--- src/rtl/radix4_multiplier.sv ---
// radix4_multiplier
//
// Sequential unsigned 64x64 -> 128-bit multiplier. Two multiplier bits are
// retired per clock (radix-4), so every operation takes exactly 32 EXEC
// cycles regardless of operand values.
//
// Ports:
//   clk          rising-edge system clock
//   reset_n      asynchronous reset, ACTIVE HIGH despite the suffix
//   multiplier   operand A, sampled only on the start edge
//   multiplicand operand B, sampled only on the start edge
//   op_start     level; starts an operation when sampled high in IDLE
//   op_clear     level; synchronous return to IDLE, beats any other action
//   op_done      high while the result is valid (state DONE)
//   result       A*B while op_done=1, otherwise zero
//
// Handshake: op_start acts as a request that is accepted only on an edge
// where the block is in IDLE and op_clear is low; op_done then stays high
// with result valid until the requester pulses op_clear. There is no
// backpressure: a request outside IDLE is simply ignored.

module radix4_multiplier (
    input  logic         clk,
    input  logic         reset_n,
    input  logic [63:0]  multiplier,
    input  logic [63:0]  multiplicand,
    input  logic         op_start,
    input  logic         op_clear,
    output logic         op_done,
    output logic [127:0] result
);

    typedef enum logic [1:0] {
        IDLE = 2'd0,
        EXEC = 2'd1,
        DONE = 2'd2
    } state_t;

    state_t        state;
    state_t        state_next;
    logic [4:0]    cnt;
    logic [63:0]   mr;
    logic [65:0]   m1;
    logic [65:0]   m3;
    logic [127:0]  acc;

    logic [65:0]   pp;
    logic [127:0]  pp_shifted;
    logic [65:0]   m3_init;

    // 3*B is precomputed at start so each step is a pure select + add.
    assign m3_init = {2'b00, multiplicand} + {1'b0, multiplicand, 1'b0};

    // Radix-4 digit select: 0, B, 2B or 3B.
    always_comb begin
        pp = '0;
        case (mr[1:0])
            2'd0:    pp = '0;
            2'd1:    pp = m1;
            2'd2:    pp = {m1[64:0], 1'b0};
            default: pp = m3;
        endcase
    end

    // Partial product aligned to the digit position 2*cnt.
    assign pp_shifted = {62'd0, pp} << {cnt, 1'b0};

    // Next-state logic; op_clear overrides every state.
    always_comb begin
        state_next = state;
        if (op_clear) begin
            state_next = IDLE;
        end else begin
            case (state)
                IDLE:    if (op_start) state_next = EXEC;
                EXEC:    if (cnt == 5'd31) state_next = DONE;
                DONE:    state_next = DONE;
                default: state_next = IDLE;
            endcase
        end
    end

    always_ff @(posedge clk or posedge reset_n) begin
        if (reset_n) begin
            state <= IDLE;
        end else begin
            state <= state_next;
        end
    end

    // Datapath registers.
    always_ff @(posedge clk or posedge reset_n) begin
        if (reset_n) begin
            cnt <= '0;
            acc <= '0;
            mr  <= '0;
            m1  <= '0;
            m3  <= '0;
        end else if (op_clear) begin
            acc <= '0;
            cnt <= '0;
        end else begin
            case (state)
                IDLE: begin
                    if (op_start) begin
                        mr  <= multiplier;
                        m1  <= {2'b00, multiplicand};
                        m3  <= m3_init;
                        acc <= '0;
                        cnt <= '0;
                    end
                end
                EXEC: begin
                    acc <= acc + pp_shifted;
                    mr  <= mr >> 2;
                    cnt <= cnt + 5'd1;  // wraps to 0 as the block enters DONE
                end
                default: begin
                end
            endcase
        end
    end

    // Outputs decode the state register only; partial sums never leak out.
    assign op_done = (state == DONE);
    assign result  = (state == DONE) ? acc : '0;

endmodule

--- config.mk ---
export PLATFORM = sky130hd
export DESIGN_NAME = radix4_multiplier
export DESIGN_NICKNAME = d
export VERILOG_FILES = /design/src/rtl/radix4_multiplier.sv
export SDC_FILE = /design/constraint.sdc
export NUM_CORES = 2
export LEC_CHECK = 0
export CAP_MARGIN = 20
export CORE_MARGIN = 5
export CORE_UTILIZATION = 54
export DETAILED_ROUTE_END_ITERATION = 12
export PLACE_DENSITY = 0.77
export SKIP_LAST_GASP = 1
export SYNTH_ARGS = -nofsm -noshare
export SYNTH_HDL_FRONTEND = slang
export SYNTH_SLANG_ARGS = --single-unit
--- constraint.sdc ---
create_clock -name clk -period 10.3 [get_ports clk]
set_input_delay 2.06 -clock clk [delete_from_list [all_inputs] [get_ports clk]]
set_output_delay 2.06 -clock clk [all_outputs]
set_load 0.02 [all_outputs]
; Word-level counts from Yosys, hierarchy flattened
; Index checks and enable logic that the tools add are counted.
; W data, S select, Z words.
[word_totals]
ff_bits = 329
latchBits = 0
ramBits = 0
rom_bits = 0
inputBits = 132
out_inout_bits = 129
wordCells = 41
mem_count = 0
[classes]
add_sub_neg = 3
n_mul = 0
div_mod_pow = 0
n_lt_le_gt_ge = 0
n_eq_ne = 8
shift = 1
mux = 14
bitwise_logic = 1
reduce_logical = 8
[ops]
columns = operator, n
row1 = $mux W128, 3
row2 = $pmux W128 S2, 1
row3 = $pmux W66 S3, 1
row4 = $add A128 B128 Y128, 1
row5 = $pmux W64 S2, 1
row6 = $shl A66 B6 Y128, 1
row7 = $add A64 B65 Y66, 1
row8 = $mux W64, 1
row9 = $mux W5, 2
row10 = $pmux W5 S2, 1
row11 = $mux W2, 3
row12 = $ne A3 B3 Y1 const B, 2
row13 = $pmux W2 S3, 1
row14 = $reduce_and A3 Y1, 2
row15 = $add A5 B1 Y5 const B, 1
row16 = $eq A5 B5 Y1 const B, 1
row17 = $eq A2 B1 Y1 const B, 2
row18 = $eq A2 B2 Y1 const B, 2
row19 = $logic_not A2 Y1, 2
row20 = $reduce_and A2 Y1, 2
row21 = $reduce_bool A3 Y1, 1
row22 = $ne A2 B2 Y1 const B, 1
row23 = $reduce_bool A2 Y1, 1
row24 = $not A1 Y1, 1

; Longest topological paths before layout
[depth]
ltp_word = 6
depth_mapped = 25
ltp_nobuf = 23

; Worst setup path before layout
; No wires, ideal clock.
[synth_path]
kind = reg-to-reg
from = register mr[1]
to = register acc[125]
arrival_ns = 5.680
setup_slack_ns = 4.494
path_stages_with_launch = 25
cell_sequence = dfrtp_1 buf_1 clkbuf_1 mux2_2 a22o_1 mux2i_1 mux2i_1 mux2i_1 nor2_1 nor2_1 o22ai_1 ha_1 buf_2 nand4_1 or4_4 or4_1 a211oi_2 a211oi_1 a2111oi_2 nor3_1 o311a_4 o41ai_4 a221o_2 mux2i_1 nand3_1
[synth_between]
elab_chain_cells = 6
[synth_rtl]
columns = item, line_no
row1 = from (decl), 42  ; logic [63:0] mr;
row2 = from (signal assigned), 106  ; mr <= multiplier;
row3 = from (signal assigned), 115  ; mr <= mr >> 2;
row4 = "$eq A2 B2 Y1, or another cell as far along", 57  ; case (mr[1:0])
row5 = $pmux W66 S3 (*), 57
row6 = $shl A66 B6 Y128 (*), 66  ; assign pp_shifted = {62'd0, pp} << {cnt, 1'b0};
row7 = $add A128 B128 Y128 (*), 114  ; acc <= acc + pp_shifted;
row8 = $pmux W128 S2 (*), 103  ; case (state)
row9 = $mux W128 (*), 99  ; end else if (op_clear) begin
row10 = to (signal assigned), 114
row11 = to (decl), 45  ; logic [127:0] acc;
; Every way passes the cells marked *; elsewhere a longest branch is shown, timed or not.
; A chain may end at the register's enable or synchronous reset.

; Worst setup path in the final report
[layout_path]
from = register mr[1]
to = register acc[118]
; Same word-level chain as after synthesis.

==> key figures <==
Logic synthesis
  – Fraction of synthesis flops using an asynchronous set or reset pin: 1.00
  – Yosys Warn Count: 0
  – Synth Flop Type: sky130_fd_sc_hd__dfrtp_1
  – Area share of the leading cell type in the synthesized netlist: 0.272
  – Synth Register Bits: between 300 and 400
  – Synthesized netlist net count: ~4100
  – Cell area after technology mapping: 30200 µm²
  – Cell type contributing the most total cell area after synthesis: sky130_fd_sc_hd__dfrtp_1
  – Leading cell types by total area after synthesis: sky130_fd_sc_hd__dfrtp_1, sky130_fd_sc_hd__mux2i_1, sky130_fd_sc_hd__ha_1
  – Sequential area share after synthesis: 0.272
  – Number of instances in the synthesized netlist: ~3700
  – EDFF count, synth: 0
  – Distinct cells, synth: 76
  – Mean area per synthesized cell: roughly 8.1 µm²

Pwr
  – Total power: between 7 and 8 mW
  – Max IR drop VDD: between 0.15 and 0.2 mV
  – Power per Cell Area: roughly 220 nW/µm²
  – Cell leakage power: 14.5 nW

Floorplan
  – Top-Level Pins: approximately 260
  – Vertical extent of the die: 246 µm
  – Die Span X: ~250 µm
  – Core outline area: roughly 55000 µm²
  – Starting density of the core: 0.546
  – Standard-cell rows: 86
  – Total die area: about 60000 µm²

Layout
  – Cell area after layout: 34400 µm²
  – Number of standard cells in the final layout excluding fillers: ~4600
  – Post-synthesis to final-layout area growth: 14.1%
  – Most used cells in the layout excluding fill and tap cells: sky130_fd_sc_hd__nand2_1, sky130_fd_sc_hd__a21oi_1, sky130_fd_sc_hd__o21ai_0
  – Most frequent standard cell in the layout excluding fill and tap cells: sky130_fd_sc_hd__nand2_1
  – Number of nets in the final layout: slightly above 4000
  – Share of post-route cells with drive strength above 1: 0.0690

Placement
  – Final HPWL from detailed placement: a little under 80000 µm
  – Port bufs: 260
  – Cell Count Post-Placement: 4517
  – Routability-driven placement congestion ratio: between 1 and 1.5
  – Placed inst area: 33100 µm²
  – DP Worst Slack: between 2000 and 3000 ps

Routing
  – Detailed-route wire length: ~99000 µm
  – Vias: 28500
  – Remaining antenna violation count after routing: 0
  – Iteration-0 DRC count of the detailed router: roughly 2500
  – DRC errors left: 0
  – Post-DR vias/cell: 6.21
  – Drt wl/cell: 21.5 µm
  – Number of detailed-route iterations in the first pass: 5

STA
  – Final setup margin: 2930 ps
  – Maximum clock frequency: ~140 MHz
  – Slew Viols, Final: 0
  – Setup violation total in the final timing report: 0
  – Final TNS setup: 0 ps
  – Clock period minus final worst setup slack: approximately 7400 ps
  – Slew margin rel.: 0.270
  – Clock Skew: between 20 and 30 ps
  – Fin crit share: 0.715
  – Hold Violations, Final: 0
  – Transition time of the tightest slew-check pin: 1090 ps
  – Setup repair after global routing missed its margin: false

Global routing
  – Aggregate global routing overflow: 0
  – Largest net degree at the start of global routing: 166
  – Via count of the first global-routing pass: around 27000
  – First-pass GRT wire length: 153000 µm
  – Global router's overall resource usage: 0.313
  – Initial antenna violation count: 4

Clock network
  – Maximum number of buffers from clock root to sink: 3
  – Clock tree root buffer cell: sky130_fd_sc_hd__clkbuf_16
  – Sinks on the clock net: 328
  – TritonCTS buffer count: 40
  – Clock tree from TritonCTS: done
  – CTS H-tree lvls: 2
  – Clock transition at path regs: around 60 ps
  – Count of hold-fix buffers inserted at cts: 0
  – Clock network latency to the later pin of the worst-skew pair: about 600 ps
  – Setup Buffers After CTS: 0
  – Number of gates resized after CTS: 0

Critical path
  – Start-to-end type of the worst setup path: reg2reg
  – Crit path from: mr[1]$_DFFE_PP0P_
  – Endpoint of the lowest-slack register-to-register path: acc[118]$_DFFE_PP0P_
  – Launching element type of the critical path: register
  – Crit path DAT: 7850 ps
  – R2r startpoint: mr[1]$_DFFE_PP0P_
  – Worst reg2reg path depth: 20
  – Worst endpoint required time: 10780 ps
  – Crit-path max FO: 37
  – Endpoint of the most critical setup path: acc[118]$_DFFE_PP0P_
  – Slack of the worst reg-to-reg path: between 2000 and 3000 ps
  – Nature of the critical path endpoint: register

Flow run
  – Max Cap Violations: 0

Status
  – Result of the run: completed

Hold path
  – Worst min-delay path category: reg2reg
where the power goes:
part	switching [mW]	leakage [nW]	total, mW	internal (mW)
clock	0.606	0.619	1.42	0.813
combinational	2.64	9.80	4.23	1.59
sequential	0.334	4.12	1.99	1.65
total	3.58	14.5	7.63	4.06
cell type report:
| class | instances | area (µm²) |
|---|---|---|
| Tap cell | 748 | 936 |
| Timing Repair Buffer | 283 | 2790 |
| Fill cell | 4985 | 20800 |
| Clock buffer | 57 | 1110 |
| Clock inverter | 13 | 184 |
| Sequential cell | 328 | 8220 |
| Multi-Input combinational cell | 3081 | 20900 |
| Antenna cell | 5 | 12.5 |
| Inverter | 78 | 297 |
worst max-delay path, cell delays in order, from the launching register on:
cell and delay (ps):
sky130_fd_sc_hd__dfrtp_2 770, sky130_fd_sc_hd__buf_4 520, sky130_fd_sc_hd__mux2_2 390, sky130_fd_sc_hd__a22o_1 210
sky130_fd_sc_hd__mux2i_1 250, sky130_fd_sc_hd__mux2i_1 140, sky130_fd_sc_hd__o21ai_0 460, sky130_fd_sc_hd__mux2i_1 280
sky130_fd_sc_hd__nor2b_1 260, sky130_fd_sc_hd__ha_1 460, sky130_fd_sc_hd__and3_1 330, sky130_fd_sc_hd__nand2_1 130
sky130_fd_sc_hd__o21a_1 180, sky130_fd_sc_hd__o21ai_0 480, sky130_fd_sc_hd__o21ai_1 190, sky130_fd_sc_hd__a31o_2 320
sky130_fd_sc_hd__or3_1 440, sky130_fd_sc_hd__a2111oi_2 770, sky130_fd_sc_hd__o211ai_1 180, sky130_fd_sc_hd__and3_1 220
sky130_fd_sc_hd__o31ai_1 260
how the worst min path moves through the flow:
stage,start,to,slack (ps),depth (start not counted)
2_1_floorplan,m3[10]$_DFFE_PP0P_,m3[10]$_DFFE_PP0P_,440,2
3_3_place_gp,m3[25]$_DFFE_PP0P_,m3[25]$_DFFE_PP0P_,460,2
3_5_place_dp,m3[25]$_DFFE_PP0P_,m3[25]$_DFFE_PP0P_,470,2
4_1_cts,m3[25]$_DFFE_PP0P_,m3[25]$_DFFE_PP0P_,480,2
5_1_grt,m3[64]$_DFFE_PP0P_,m3[64]$_DFFE_PP0P_,510,2
6_report,m3[25]$_DFFE_PP0P_,m3[25]$_DFFE_PP0P_,480,2
state kept, by name (all words and copies together), names as in the netlist:
signal and cells:
acc 128, m3 66, mr 64, m1 63, cnt 5, state 2
cell usage after synthesis (all sizes together), types with 15 or more instances:
master  number
nand2b      22
nor3        37
and3        19
o21a        23
o31ai       22
and2       158
nand4       75
o21ai      341
nor2       303
o211ai      20
inv         78
a22o        81
dfrtp      328
nand3       38
o22ai       28
or3         15
mux2       143
buf         36
a21oi      372
ha         213
nor2b       37
mux2i      276
nand2      410
xor2        87
o21bai      34
a31oi       31
clkbuf     184
xnor2       85
a21o        71
per-stage QoR:
stage | util | hold WS [ps]
after CTS | 0.623 | 480
after global placement | 0.600 | 458
final | 0.623 | 479
after floorplan | - | 443
after detailed placement | 0.600 | 465
after global routing | 0.623 | 506
per-layer routing:
metal	global-route usage	vias to the layer above	routed length, µm
li1	-	13600	-
met1	0.422	13600	42200
met2	0.508	1043	45800
met3	0.0511	242	6480
met4	0.121	2	4070
met5	0	-	13
cells by family after synthesis:
group / after synthesis / share of synthesized area
buf+inv: 298 / 0.0376
compound gates: 1119 / 0.226
flops: 328 / 0.272
xor+xnor: 172 / 0.0500
fa+ha+maj: 215 / 0.0897
mux: 419 / 0.145
simple gates: 1156 / 0.179
No activity file was read; power rests on OpenSTA's default activity.
